### src/rtl/fsm_table_engine_if.sv
// Bus bundle for the table-driven FSM engine: condition inputs, table write port,
// run/step/load controls and the engine's observable state.
interface fsm_table_engine_if #(
    parameter int STATE_BITS = 4,
    parameter int INPUT_BITS = 8,
    parameter int OUT_BITS   = 4
);
    localparam int SEL_BITS = $clog2(INPUT_BITS);
    localparam int ENTRY_W  = OUT_BITS + 2*STATE_BITS + SEL_BITS + 2;

    logic [INPUT_BITS-1:0] fsm_input;
    logic                  cfg_we;
    logic [STATE_BITS-1:0] cfg_addr;
    logic [ENTRY_W-1:0]    cfg_wdata;
    logic                  ctrl_run;
    logic                  ctrl_step;
    logic                  ctrl_load;
    logic [STATE_BITS-1:0] ctrl_start_state;
    logic [STATE_BITS-1:0] fsm_state;
    logic [OUT_BITS-1:0]   fsm_out;
    logic                  fsm_halted;
    logic                  fsm_changed;
    logic [15:0]           trans_count;

    modport master (
        output fsm_input, cfg_we, cfg_addr, cfg_wdata,
        output ctrl_run, ctrl_step, ctrl_load, ctrl_start_state,
        input  fsm_state, fsm_out, fsm_halted, fsm_changed, trans_count
    );

    modport slave (
        input  fsm_input, cfg_we, cfg_addr, cfg_wdata,
        input  ctrl_run, ctrl_step, ctrl_load, ctrl_start_state,
        output fsm_state, fsm_out, fsm_halted, fsm_changed, trans_count
    );
endinterface

### src/rtl/fsm_table_engine.sv
// CPU-programmable FSM: one transition entry per state selects an input bit,
// optionally inverts it, and picks next_true/next_false; halt states park the engine.
module fsm_table_engine #(
    parameter int STATE_BITS = 4,
    parameter int INPUT_BITS = 8,
    parameter int OUT_BITS   = 4
) (
    input logic clk,
    input logic rst_n,
    fsm_table_engine_if.slave bus
);
    localparam int NUM_STATES = 1 << STATE_BITS;
    localparam int SEL_BITS   = $clog2(INPUT_BITS);
    localparam int ENTRY_W    = OUT_BITS + 2*STATE_BITS + SEL_BITS + 2;
    localparam int NF_LSB     = OUT_BITS;
    localparam int NT_LSB     = OUT_BITS + STATE_BITS;
    localparam int SEL_LSB    = OUT_BITS + 2*STATE_BITS;
    localparam int INV_BIT    = SEL_LSB + SEL_BITS;
    localparam int HALT_BIT   = INV_BIT + 1;

    typedef enum logic [0:0] {
        MODE_ACTIVE = 1'b0,
        MODE_HALTED = 1'b1
    } mode_e;

    logic [ENTRY_W-1:0]    tbl [NUM_STATES];
    logic [STATE_BITS-1:0] state_q, state_d;
    mode_e                 mode_q, mode_d;
    logic                  changed_q, changed_d;
    logic [15:0]           count_q, count_d;

    logic [ENTRY_W-1:0]    cur_entry;
    logic [SEL_BITS-1:0]   cur_sel;
    logic                  cond;
    logic                  adv;
    logic [STATE_BITS-1:0] target;
    logic                  target_halt;

    // Lookups read the table as it stood before this edge's cfg write.
    always_comb begin
        cur_entry   = tbl[state_q];
        cur_sel     = cur_entry[SEL_LSB +: SEL_BITS];
        cond        = bus.fsm_input[cur_sel] ^ cur_entry[INV_BIT];
        adv         = (bus.ctrl_run | bus.ctrl_step) & (mode_q == MODE_ACTIVE) & ~bus.ctrl_load;
        target      = bus.ctrl_load ? bus.ctrl_start_state
                    : (cond ? cur_entry[NT_LSB +: STATE_BITS] : cur_entry[NF_LSB +: STATE_BITS]);
        target_halt = tbl[target][HALT_BIT];
    end

    always_comb begin
        state_d = state_q;
        mode_d  = mode_q;
        count_d = count_q;
        if (bus.ctrl_load) begin
            state_d = target;
            mode_d  = target_halt ? MODE_HALTED : MODE_ACTIVE;
            count_d = 16'd0;
        end else if (adv) begin
            state_d = target;
            mode_d  = target_halt ? MODE_HALTED : MODE_ACTIVE;
            count_d = (count_q == 16'hFFFF) ? count_q : count_q + 16'd1;
        end
        changed_d = (state_d != state_q);
    end

    // Reset clears the program too; a restarted engine never inherits an old table.
    always_ff @(posedge clk) begin
        if (!rst_n) begin
            state_q   <= '0;
            mode_q    <= MODE_ACTIVE;
            changed_q <= 1'b0;
            count_q   <= 16'd0;
            for (int i = 0; i < NUM_STATES; i++) begin
                tbl[i] <= '0;
            end
        end else begin
            state_q   <= state_d;
            mode_q    <= mode_d;
            changed_q <= changed_d;
            count_q   <= count_d;
            if (bus.cfg_we) begin
                tbl[bus.cfg_addr] <= bus.cfg_wdata;
            end
        end
    end

    assign bus.fsm_state   = state_q;
    assign bus.fsm_out     = tbl[state_q][OUT_BITS-1:0];
    assign bus.fsm_halted  = (mode_q == MODE_HALTED);
    assign bus.fsm_changed = changed_q;
    assign bus.trans_count = count_q;
endmodule
### src/flat_wrapper.sv
// flat-port wrapper written by rule: the top's interface ports become plain ports
module fsm_table_engine_flat 
#(
    parameter int STATE_BITS = 4,
    parameter int INPUT_BITS = 8,
    parameter int OUT_BITS   = 4
)
  (clk, rst_n, bus_fsm_input, bus_cfg_we, bus_cfg_addr, bus_cfg_wdata, bus_ctrl_run, bus_ctrl_step, bus_ctrl_load, bus_ctrl_start_state, bus_fsm_state, bus_fsm_out, bus_fsm_halted, bus_fsm_changed, bus_trans_count);
  fsm_table_engine_if #(.STATE_BITS(STATE_BITS), .INPUT_BITS(INPUT_BITS), .OUT_BITS(OUT_BITS)) bus_i ();
  input logic clk;
  input logic rst_n;
  input wire logic [$bits(bus_i.fsm_input)-1:0] bus_fsm_input;
  input wire logic [$bits(bus_i.cfg_we)-1:0] bus_cfg_we;
  input wire logic [$bits(bus_i.cfg_addr)-1:0] bus_cfg_addr;
  input wire logic [$bits(bus_i.cfg_wdata)-1:0] bus_cfg_wdata;
  input wire logic [$bits(bus_i.ctrl_run)-1:0] bus_ctrl_run;
  input wire logic [$bits(bus_i.ctrl_step)-1:0] bus_ctrl_step;
  input wire logic [$bits(bus_i.ctrl_load)-1:0] bus_ctrl_load;
  input wire logic [$bits(bus_i.ctrl_start_state)-1:0] bus_ctrl_start_state;
  output wire logic [$bits(bus_i.fsm_state)-1:0] bus_fsm_state;
  output wire logic [$bits(bus_i.fsm_out)-1:0] bus_fsm_out;
  output wire logic [$bits(bus_i.fsm_halted)-1:0] bus_fsm_halted;
  output wire logic [$bits(bus_i.fsm_changed)-1:0] bus_fsm_changed;
  output wire logic [$bits(bus_i.trans_count)-1:0] bus_trans_count;
  assign bus_i.fsm_input = bus_fsm_input;
  assign bus_i.cfg_we = bus_cfg_we;
  assign bus_i.cfg_addr = bus_cfg_addr;
  assign bus_i.cfg_wdata = bus_cfg_wdata;
  assign bus_i.ctrl_run = bus_ctrl_run;
  assign bus_i.ctrl_step = bus_ctrl_step;
  assign bus_i.ctrl_load = bus_ctrl_load;
  assign bus_i.ctrl_start_state = bus_ctrl_start_state;
  assign bus_fsm_state = bus_i.fsm_state;
  assign bus_fsm_out = bus_i.fsm_out;
  assign bus_fsm_halted = bus_i.fsm_halted;
  assign bus_fsm_changed = bus_i.fsm_changed;
  assign bus_trans_count = bus_i.trans_count;
  fsm_table_engine #(.STATE_BITS(STATE_BITS), .INPUT_BITS(INPUT_BITS), .OUT_BITS(OUT_BITS)) u_core (.clk(clk), .rst_n(rst_n), .bus(bus_i));
endmodule
### config.mk
export PLATFORM = sky130hd
export DESIGN_NAME = fsm_table_engine_flat
export DESIGN_NICKNAME = d
export VERILOG_FILES = /design/src/rtl/fsm_table_engine_if.sv /design/src/rtl/fsm_table_engine.sv /design/src/flat_wrapper.sv
export SDC_FILE = /design/constraint.sdc
export NUM_CORES = 1
export LEC_CHECK = 0
export ABC_AREA = 1
export ABC_CLOCK_PERIOD_IN_PS = 3200
export CAP_MARGIN = 25
export CORE_AREA = 8 8 229 231
export CTS_BUF_LIST = sky130_fd_sc_hd__clkbuf_8
export DETAILED_ROUTE_END_ITERATION = 10
export DIE_AREA = 0 0 237 239
export REMOVE_ABC_BUFFERS = 1
export SYNTH_ARGS = -nofsm -noshare
export SYNTH_HDL_FRONTEND = slang
export SYNTH_SLANG_ARGS = --single-unit
### constraint.sdc
create_clock -name clk -period 3.2 [get_ports clk]
set_input_delay 0.32 -clock clk [delete_from_list [all_inputs] [get_ports clk]]
set_output_delay 0.32 -clock clk [all_outputs]
set_load 0.1 [all_outputs]
## After elaboration in Yosys (flattened, before gate mapping)

Memory sizes are Yosys's and may differ from the RTL's. A register that Yosys moved wholly into a read port is not among the register bits.
Cells that the tools add are included.

| storage, ports and cells | value |
|---|---|
| output and inout port bits | 26 |
| ROM bits | 0 |
| memories | 1 |
| bits of input ports | 39 |
| memory bits (writable) | 272 |
| word-level logic and storage cells | 38 |
| bits in registers | 22 |
| latch bits | 0 |

| operators by class | value |
|---|---|
| shift operators | 0 |
| $add $sub $neg | 1 |
| div/mod/pow operators | 0 |
| bitwise operators | 8 |
| multipliers | 0 |
| mux-type cells | 17 |
| equal/unequal tests | 2 |
| order comparisons | 1 |
| reduce and logical (&&, ||, !) cells | 4 |

Memories:

| memory | words | bits a word | read ports | clocked after memory_dff | wr ports | RTL line | source |
|---|---|---|---|---|---|---|---|
| u_core.tbl | 16 | 17 | 2 | 1 | 16 | fsm_table_engine.sv:26 | `logic [ENTRY_W-1:0] tbl [NUM_STATES];` |

Operator list:

| cell | number |
|---|---|
| $mux 4 | 6 |
| $mux 17 | 1 |
| $reduce_or 17->1 | 1 |
| $add 16x1->16 const B | 1 |
| $eq 16x16->1 const B | 1 |
| $mux 1 | 9 |
| $lt 3x4->1 const B | 1 |
| $ne 4x4->1 | 1 |
| $not 1->1 | 4 |
| $bmux 1 s3 | 1 |
| $and 1x1->1 | 2 |
| $reduce_and 2->1 | 1 |
| $reduce_bool 2->1 | 1 |
| $reduce_or 2->1 | 1 |
| $or 1x1->1 | 1 |
| $xor 1x1->1 | 1 |

## Depth between registers and ports, before layout

Gate-level depths: netlist of the first run.
An unclocked memory read counts as a cell.

| depth | value |
|---|---|
| word-level depth | 9 |
| mapped depth | 22 |
| gate-level depth less buffers | 22 |

## Worst setup path before layout of the first run

Ideal clock, no wire load.

| timing | value |
|---|---|
| kind | register to output |
| start point | register u_core.bus.fsm_state[1] (netlist name) |
| end point | output bus_fsm_out[1] |
| arrival | 3.070 ns |
| slack | -0.190 ns |
| required time | 2.880 ns |
| stages on the path, launching flop included | 10 |
| cell sequence | dfxtp_1 -> buf_4 -> buf_2 -> buf_4 -> clkbuf_1 -> clkbuf_1 -> o21ai_0 -> o221ai_1 -> o211ai_1 -> nand2_1 |

RTL lines:

| element | RTL line | source |
|---|---|---|
| end, declared | flat_wrapper.sv:21 | `output wire logic [$bits(bus_i.fsm_out)-1:0] bus_fsm_out;` |

==> qor.yml, run 1 <==
synth-seq-cells: 294
place_area_mm2: 0.01497
fin_util: 0.3255
drive_gt1_frac: 0.09837
pwr-share-clk: 0.225
antenna_found_initial: 1
cts_root_buf: "clkbuf_8"
p_int_mw: 7.508
synth_commonest_cells: "nor2_1, edfxtp_1, nand2_1"
criticalPathCategory: "reg -> out"
postCtsSetupBuffers: 0
first_pass_iters: 6
holdCritStartpoint: "u_core.bus.trans_count[15]"
syn_avg_cell_area_um2: 9.900
async_reset_ff_frac: 0
ctsResizeCount: 0
num_vias: 10412
ant_nets: 0
cp.arrival_ns: 2.53
fin_crit_sh: 0.8900
overflow: 0
post-place-ws_ns: 0.4172
drc: 0
fin_setup_tns_ns: 0
clk_latency_ns: 0.60
cts_max_level: 2
hp-class: "reg -> reg"
place_congestion: 0.8927
fin_crit_ns: 2.848
cts.sinks: 294
die_width_um: 237
synth_top_area_frac: 0.6049
synth_warnings: 0
routed_via_density: 4.965
first_global_vias: 10149
fillers: 4936
combPwrFrac: 0.426
setup_ws_ns: 0.3519
die_area_mm2: 0.05664
row_count: 81
worstPathMaxFanout: 71
p_seq_frac: 0.349
drv_slew: 0
fin_total_pwr_mw: 13.01
reg2reg_depth: 19
endpoint_kind: "primary output"
syn_inst: 1364
hpwl_um: 23930
status: "finished, final reports clean"
start_kind: "register"
vdd_drop_max_uv: 765.2
max_freq_mhz: 351.1
critPathRequiredTime_ns: 2.88
power_leakage_nw: 5.985
syn2layout_area_growth_pct: 17.02
p_sw_frac: 0.4227
hold_viol: 0
clk_path_buf_depth: 3
r2r-end: "u_core.bus.fsm_changed"
holdWs_ns: 0.4823
relSlewSlack: 0.3415
worst_hold_path.endpoint: "u_core.bus.trans_count[15]"
io_pins: 65
initial_core_util: 0.2782
rrSetupSlack_ns: 0.36
yosysMostFrequentCell: "nor2_1"
synth_area_mm2: 0.01350
synth-main-ff-cell: "edfxtp_1"
powerDensity_mw_per_mm2: 823.1
wl_um: 40160
cts_tree: "yes"
grt_max_degree: 75
grt.total_usage: 0.1396
tightest_slew_ns: 0.9846
setup_viol: 0
seq_area_frac_synth: 0.6375
multi_input_area_mm2: 0.004088
synth_top_area_cell: "edfxtp_1"
fin_cells: 2097
numCtsBuffers: 48
final_net_count: 1481
ctsHoldBuffers: 0
port_buffers: 64
cts.clk_slew.worst_paths_ns: 0.06
placed_cells: 2013
whs_path_depth: 1
yosysUniqueCellTypes: 38
wire_per_inst_um: 19.15
switchingPower_mw: 5.498
rsz0062_at_grt: "no"
regArea_mm2: 0.008615
die_h_um: 239
first_iter_violations: 1025
fin_area_mm2: 0.01580
synth-edff-count: 272
rr_startpoint: "u_core.bus.fsm_state[1]"
grt_pass1_wl_um: 61650
yosys-top-cells-area: "edfxtp_1, nor2_1, nand2_1"
max_cap_viol_count: 0
skew_ns: 0.03456
core_area_mm2: 0.04855
-- cells in the final DEF, fill, tap and decap left out, types with 5 or more instances in the layout --
master	instances
a21oi_1	78
a221oi_1	27
buf_12	12
buf_4	49
clkbuf_8	48
clkdlybuf4s50_1	56
clkinv_1	13
dfxtp_1	19
edfxtp_1	272
inv_1	93
inv_2	8
nand2_1	217
nand3_1	116
nand3_2	6
nand3b_1	5
nor2_1	329
nor3_1	5
o21ai_0	57
o21ai_1	11
o221ai_1	14
-- registers in the layout (all words and copies together) (netlist names) --
name / count
u_core.bus.fsm_changed: 1
u_core.bus.fsm_halted: 1
u_core.bus.fsm_state: 4
u_core.bus.trans_count: 16
u_core.tbl: 272
-- per-layer routing --
metal / part of all wire / global-route usage
met5: 0 / 0
met4: 0.023 / 0.04231
met3: 0.087 / 0.02997
met2: 0.45 / 0.2200
met1: 0.44 / 0.1908
-- final cells by class --
cell class                      instances  share of cell area
Antenna cell                            1           0.0001584
Clock buffer                           48             0.04181
Clock inverter                         35             0.01045
Inverter                               86             0.02051
Multi-Input combinational cell        894              0.2587
Sequential cell                       294              0.5452
Tap cell                              622             0.04925
Timing Repair Buffer                  117             0.07396
-- critical path, cell delays in order (launching register included) --
cell and delay, ns:
dfxtp_4 0.36, buf_12 0.31, buf_4 0.27, buf_4 0.17, o21ai_0 0.09, o221ai_1 0.22
nand3_1 0.15, nand2_1 0.16, buf_12 0.19
-- power by group through the flow --
stage	combinational, mW	clock [mW]	sequential, mW
final	5.54	2.93	4.54
after global routing	6.01	3.16	4.56
after CTS	5.53	3.01	4.54
after detailed placement	5.51	0	4.62
after global placement	5.43	0	4.61
after floorplan	3.05	0	5.13
-- worst max path at each step --
stage          slack (ns)               endpoint               startpoint  cells after the start
2_1_floorplan       -3.51  u_core.bus.fsm_halted  u_core.bus.fsm_state[0]                     21
3_3_place_gp         0.48  u_core.bus.fsm_halted  u_core.bus.fsm_state[0]                     20
3_5_place_dp         0.42  u_core.bus.fsm_halted  u_core.bus.fsm_state[0]                     20
4_1_cts              0.31         bus_fsm_out[2]  u_core.bus.fsm_state[0]                      8
5_1_grt              0.04  u_core.bus.fsm_halted  u_core.bus.fsm_state[0]                     20
6_report             0.35         bus_fsm_out[2]  u_core.bus.fsm_state[0]                      8
-- cell families (layout without fill, tap and decap cells) --
logic type / count (synthesis) / in the layout / synth area share
compound gates: 200 / 200 / 0.08803
fa+ha+maj: 1 / 1 / 0.0009265
buf+inv: 176 / 286 / 0.05976
flops: 294 / 294 / 0.6375
other cells: 0 / 1 / 0
simple gates: 693 / 693 / 0.2138
Note: power is estimated with default switching activity, not from simulation.
==> inputs of run 2 (changes only) <==
REMOVE_ABC_BUFFERS = unset   (was 1)
==> qor.yml, run 2 (synthesis gave the netlist of run 1 again) <==
status: "finished, final reports clean"
worstPathMaxFanout: 37  # -48%
worst_hold_path.endpoint: "u_core.bus.trans_count[14]"
drive_gt1_frac: 0.1041  # +0.005725
syn2layout_area_growth_pct: 17.48
largest_reg_flops: 272  # unchanged
power_leakage_nw: 6.022  # +0.61%
rrSetupSlack_ns: 0.32  # -0.04 ns
num_vias: 10593  # +1.7%
final_common_cell: "nor2_1"
grt_max_degree: 72  # -4.0%
cts.sinks: 294  # unchanged
fin_cells: 2111  # +0.67%
cts_root_buf: "clkbuf_8"
criticalPathCategory: "reg -> out"
endpoint_kind: "primary output"
crit_start: "u_core.bus.fsm_state[1]"
setup_viol: 0  # unchanged
max_cap_viol_count: 0  # unchanged
fin_total_pwr_mw: 13.13  # +0.95%
diodes: 0  # -1
relSlewSlack: 0.3302  # -0.01135
fillers: 4918  # -0.36%
port_buffers: 64  # unchanged
clk_path_buf_depth: 3  # unchanged
cts_tree: "yes"
cts.clk_slew.worst_paths_ns: 0.06  # about the same
fin_crit_ns: 2.937  # +0.08895 ns
row_count: 81  # unchanged
ant_nets: 0  # unchanged
io_pins: 65  # unchanged
r2r-end: "u_core.bus.fsm_changed"
post-place-ws_ns: 0.3142  # -0.1030 ns
wl_um: 41390  # +3.1%
numCtsBuffers: 51  # +6.3%
die_h_um: 239  # unchanged
hp-class: "reg -> reg"
vdd_drop_max_uv: 714.5  # -6.6%
postCtsSetupBuffers: 0  # unchanged
hold_viol: 0  # unchanged
regMostFlops: "u_core.tbl"
reg2reg_depth: 15  # -4
clk_latency_ns: 0.59  # about the same
fin_util: 0.3268  # +0.001263
cts_max_level: 2  # unchanged
die_area_mm2: 0.05664  # unchanged
initial_core_util: 0.2782  # unchanged
fin_crit_sh: 0.9178  # +0.02780
fin_setup_tns_ns: 0  # unchanged
holdWs_ns: 0.4834  # +0.001147 ns
hpwl_um: 25500  # +6.5%
drc: 0  # unchanged
critPathRequiredTime_ns: 2.88  # about the same
skew_ns: 0.03031  # -0.004250 ns
first_iter_violations: 1013  # -1.2%
drv_slew: 0  # unchanged
setup_ws_ns: 0.2629  # -0.08895 ns
first_pass_iters: 5  # -1
start_kind: "register"
tightest_slew_ns: 1.002  # +0.01698 ns
grt.total_usage: 0.1411  # +0.001572
final_net_count: 1491  # +0.68%
routed_via_density: 5.018  # +1.1%
max_freq_mhz: 340.5  # -3.0%
placed_cells: 2020  # +0.35%
fin_area_mm2: 0.01586  # +0.39%
rsz0062_at_grt: "no"
place_congestion: 0.8317  # -6.8%
holdCritStartpoint: "u_core.bus.trans_count[14]"
place_area_mm2: 0.01499  # +0.11%
multi_input_area_mm2: 0.004088  # unchanged
grt_pass1_wl_um: 62040  # +0.64%
synth_nets: 1404
first_global_vias: 10338  # +1.9%
wire_per_inst_um: 19.61  # +2.4%
core_area_mm2: 0.04855  # unchanged
whs_path_depth: 1  # unchanged
rr_startpoint: "u_core.bus.fsm_state[1]"
overflow: 0  # unchanged
final_cell_mix: "nor2_1, edfxtp_1, nand2_1"
cp.arrival_ns: 2.62  # +0.09 ns
die_width_um: 237  # unchanged
powerDensity_mw_per_mm2: 827.7  # +0.56%
antenna_found_initial: 0  # -1
regArea_mm2: 0.008615  # unchanged
-- run 2: cell types whose count changed in the layout (fill, tap and decap cells not counted), sizes merged --
cell | before | now
clkinv | 19 | 23
diode | 1 | 0
buf | 61 | 68
clkbuf | 48 | 51
inv | 102 | 103
-- run 2: final cells by class --
type                    instances  share of cell area
well taps                     622             0.04906
repair buffers                124             0.07485
clock buffers                  51             0.04425
flip-flops and latches        294              0.5431
multi-input cells             894              0.2577
clock inverters                40             0.01041
inverters                      86             0.02067
-- run 2: metal layers --
layer	GRT usage	up-vias	wire, µm
li1	-	4857	-
met1	0.1789	5157	17160
met2	0.2363	485	19400
met3	0.03089	94	3661
met4	0.04887	0	1168
met5	0	-	0
-- run 2: report_power, final --
group / switching [mW] / internal, mW / total [mW]
clock: 1.50 / 1.48 / 2.99
combinational: 3.92 / 1.66 / 5.58
sequential: 0.117 / 4.44 / 4.56
total: 5.54 / 7.59 / 13.1
-- run 2: what timing repair did --
| item | CTS | global route |
|---|---|---|
| resized for setup | 0 | 2 |
| hold buffers | 0 | 0 |
| setup endpoints to repair | 0 | 1 |
-- run 2: worst max-delay path, stage by stage (launching register included) --
cell,delay (ns)
dfxtp_2,0.34
inv_2,0.18
buf_12,0.26
buf_4,0.26
o21ai_0,0.10
o221ai_1,0.30
nand3_1,0.20
nand2_1,0.17
buf_12,0.19
-- run 2: how the worst max path moves through the flow --
stage,to,slack (ns),cells past startpoint
6_report,bus_fsm_out[3],0.26,8
5_1_grt,u_core.bus.fsm_halted,0.04,20
4_1_cts,bus_fsm_out[3],0.27,8
3_5_place_dp,u_core.bus.fsm_changed,0.31,15
3_3_place_gp,u_core.bus.fsm_changed,0.35,15
2_1_floorplan,bus_fsm_out[1],0.15,9
==> inputs of run 3 (changes only) <==
--- a/config.mk
+++ b/config.mk
@@ -7,9 +7,9 @@
 export LEC_CHECK = 0
-export ABC_AREA = 1
+export ABC_AREA = 0
 export ABC_CLOCK_PERIOD_IN_PS = 3200
 export CAP_MARGIN = 25
-export CORE_AREA = 8 8 229 231
+export CORE_AREA = 8 8 232 234
 export CTS_BUF_LIST = sky130_fd_sc_hd__clkbuf_8
 export DETAILED_ROUTE_END_ITERATION = 10
-export DIE_AREA = 0 0 237 239
+export DIE_AREA = 0 0 240 242
 export SYNTH_ARGS = -nofsm -noshare
==> constraint.sdc (replaced) <==
create_clock -name clk -period 3.2 [get_ports clk]
set_input_delay 0.48 -clock clk [delete_from_list [all_inputs] [get_ports clk]]
set_output_delay 0.48 -clock clk [all_outputs]
set_load 0.1 [all_outputs]
==> qor.yml, run 3 <==
status: "finished with violations"
violations: "setup timing"
start_kind: "register"
drive_gt1_frac: 0.2883  # +0.1842
synth-seq-cells: 294  # unchanged
row_count: 83  # +2.5%
fin_crit_sh: 1.184  # +0.2658
cp_cell_sequence: "buf_6, mux2_2, mux4_2, mux2_4, mux2i_4, a211o_4, or4_4, nand4_1, buf_6, nor2_4, buf_4, xnor2_1, o41a_1"
largest_reg_flops: 272  # unchanged
die_width_um: 240  # +1.3%
grt_pass1_wl_um: 54590  # -12%
regMostFlops: "u_core.tbl"
switchingPower_mw: 5.054  # -8.8%
synth_area_mm2: 0.01381  # +2.3%
combPwrFrac: 0.460  # +0.035
worstPathMaxFanout: 6  # -84%
overflow: 0  # unchanged
grt_max_degree: 23  # -68%
cts_max_level: 2  # unchanged
p_int_mw: 9.051  # +19%
criticalPathCategory: "reg -> reg"
num_vias: 8293  # -22%
p_seq_frac: 0.325  # -0.022
clk_path_buf_depth: 3  # unchanged
synth_commonest_cells: "and2_1, edfxtp_1, mux4_2"
core_area_mm2: 0.05047  # +4.0%
final_cell_mix: "and2_1, edfxtp_1, buf_4"
synth_top_area_frac: 0.5915  # -0.01337
cts.clk_slew.worst_paths_ns: 0.06  # about the same
grt.total_usage: 0.1235  # -0.01762
reg2reg_depth: 13  # -2
cts.sinks: 294  # unchanged
synth-main-ff-cell: "edfxtp_1"
hpwl_um: 24600  # -3.5%
vdd_drop_max_uv: 472.2  # -34%
setup_viol: 6  # +6
holdWs_ns: 0.5096  # +0.02621 ns
first_global_vias: 8834  # -15%
first_iter_violations: 598  # -41%
syn2layout_area_growth_pct: 23.19
tightest_slew_ns: 0.7465  # -0.2551 ns
synth_nets: 979  # -30%
rrSetupSlack_ns: -0.59  # -0.91 ns
endpoint_kind: "register"
hp-class: "reg -> reg"
final_common_cell: "and2_1"
synth_top_area_cell: "edfxtp_1"
die_h_um: 242  # +1.3%
critPathRequiredTime_ns: 3.64  # +0.76 ns
drt-met1-wl_um: 14310  # -17%
max_cap_viol_count: 0  # unchanged
synth-edff-count: 272  # unchanged
pwr-share-clk: 0.215  # -0.012
fin_crit_ns: 3.788  # +0.8505 ns
clk_latency_ns: 0.60  # about the same
powerDensity_mw_per_mm2: 829.2  # +0.18%
yosys-top-cells-area: "edfxtp_1, and2_1, mux4_2"
wl_um: 36370  # -12%
cpMaxStageDelayCell: "mux4_2"
cts_root_buf: "clkbuf_8"
crit_family: "multiplexers"
endpoint: "u_core.bus.fsm_changed"
async_reset_ff_frac: 0  # unchanged
final_net_count: 1128  # -24%
numCtsBuffers: 47  # -7.8%
seq_area_frac_synth: 0.6234  # -0.01409
dr_wl_met2_um: 18490  # -4.7%
r2r-end: "u_core.bus.fsm_changed"
crit_buf_inv: 3  # -1
crit_start: "u_core.bus.fsm_state[1]"
worst_path_largest_cell_delay_ns: 0.48  # +0.14 ns
relSlewSlack: 0.5005  # +0.1703
drv_slew: 0  # unchanged
yosysUniqueCellTypes: 60  # +58%
setup_ws_ns: -0.5876  # -0.8505 ns
cts_tree: "yes"
initial_core_util: 0.2736  # -0.004563
p_sw_frac: 0.3583  # -0.06383
power_leakage_nw: 5.893  # -2.1%
skew_ns: 0.04452  # +0.01421 ns
place_congestion: 0.8357  # +0.48%
antenna_found_initial: 6  # +6
port_buffers: 64  # unchanged
post-place-ws_ns: -0.5997  # -0.9139 ns
synth_warnings: 0  # unchanged
first_pass_iters: 6  # +1
cp.arrival_ns: 4.23  # +1.61 ns
routed_via_density: 4.584  # -8.6%
syn_inst: 939  # -31%
drc: 0  # unchanged
ant_nets: 0  # unchanged
syn_avg_cell_area_um2: 14.71  # +49%
crit_top_cell: "buf_6"
yosysMostFrequentCell: "and2_1"
wire_per_inst_um: 20.10  # +2.5%
max_freq_mhz: 264.0  # -22%
wl_met3_um: 2879  # -21%
cp.depth: 13  # +5
top_layer_used: "met5"
hold_viol: 0  # unchanged
die_area_mm2: 0.05808  # +2.5%
io_pins: 65  # unchanged
rr_startpoint: "u_core.bus.fsm_state[1]"
rsz0062_at_grt: "yes"
run 3: timing repair:
item	4_1_cts	5_1_grt
pin swaps	14	7
endpoints found under the setup margin	9	10
resized for setup	33	18
hold endpoints to repair	0	0
hold buffers	0	0
buffers inserted	8	3
gates cloned	0	0
run 3: worst min-delay path by stage:
stage	slack [ns]	endpoint	start	cells past startpoint
after floorplan	0.55	u_core.bus.fsm_halted	u_core.tbl[8][16]	3
after global placement	0.48	u_core.bus.trans_count[6]	u_core.bus.trans_count[6]	2
after detailed placement	0.50	u_core.bus.trans_count[9]	u_core.bus.trans_count[9]	2
after CTS	0.51	u_core.bus.trans_count[9]	u_core.bus.trans_count[9]	2
after global routing	0.55	u_core.bus.trans_count[6]	u_core.bus.trans_count[6]	2
final	0.51	u_core.bus.trans_count[6]	u_core.bus.trans_count[6]	2
run 3: power by group through the flow:
| stage | registers, mW | logic [mW] | clock network (mW) |
|---|---|---|---|
| 2_1_floorplan | 4.88 | 3.55 | 0 |
| 3_3_place_gp | 4.67 | 5.59 | 0 |
| 3_5_place_dp | 4.67 | 5.63 | 0 |
| 4_1_cts | 4.59 | 6.18 | 3.12 |
| 5_1_grt | 4.60 | 6.82 | 3.28 |
| 6_report | 4.58 | 6.49 | 3.04 |
run 3: stage by stage:
step	util	setup TNS [ns]	instances	area (µm²)	power, mW
3_3_place_gp	0.3131	-1.410	1708	15800	10.26
2_1_floorplan	-	-2.485	939	13890	8.435
3_5_place_dp	0.3131	-1.585	1708	15800	10.30
5_1_grt	0.3368	-2.388	1805	17000	14.70
4_1_cts	0.3347	-1.601	1801	16890	13.88
6_report	0.3370	-1.663	1809	17010	14.10
run 3: cells by family (layout without fill, tap and decap cells):
logic type      Yosys count  count (layout)  synth area share
compound gates           55              55           0.02909
xor+xnor                 17              17           0.01078
fa+ha+maj                 1               1         0.0009060
buf+inv                  64             249           0.02093
flops                   294             294            0.6234
mux                      91              91            0.1365
other cells               0               5                 0
simple gates            417             417            0.1784
run 3: cell type report:
| class | instances | area (µm²) |
|---|---|---|
| Inverter | 2 | 7.507 |
| Timing Repair Buffer | 162 | 1463 |
| Multi-Input combinational cell | 581 | 5181 |
| Fill cell | 4917 | 33460 |
| Clock buffer | 47 | 646.9 |
| Antenna cell | 5 | 12.51 |
| Tap cell | 680 | 850.8 |
| Clock inverter | 38 | 230.2 |
| Sequential cell | 294 | 8618 |
run 3: worst reg2reg max path: cells and delay by family (launching register included):
family	cells	cell delay (ns)
and+or+nand+nor	3	0.63
xor gates and xnor gates	1	0.12
AOI/OAI and AO/OA	2	0.76
buffers and inverters	3	0.42
muxes	4	1.36
DFF	1	0.38
run 3: layer usage:
metal | vias to the layer above | global-route usage
met5 | - | 0
met3 | 48 | 0.03014
met1 | 4190 | 0.1489
met4 | 2 | 0.03158
met2 | 263 | 0.2179
li1 | 3790 | -
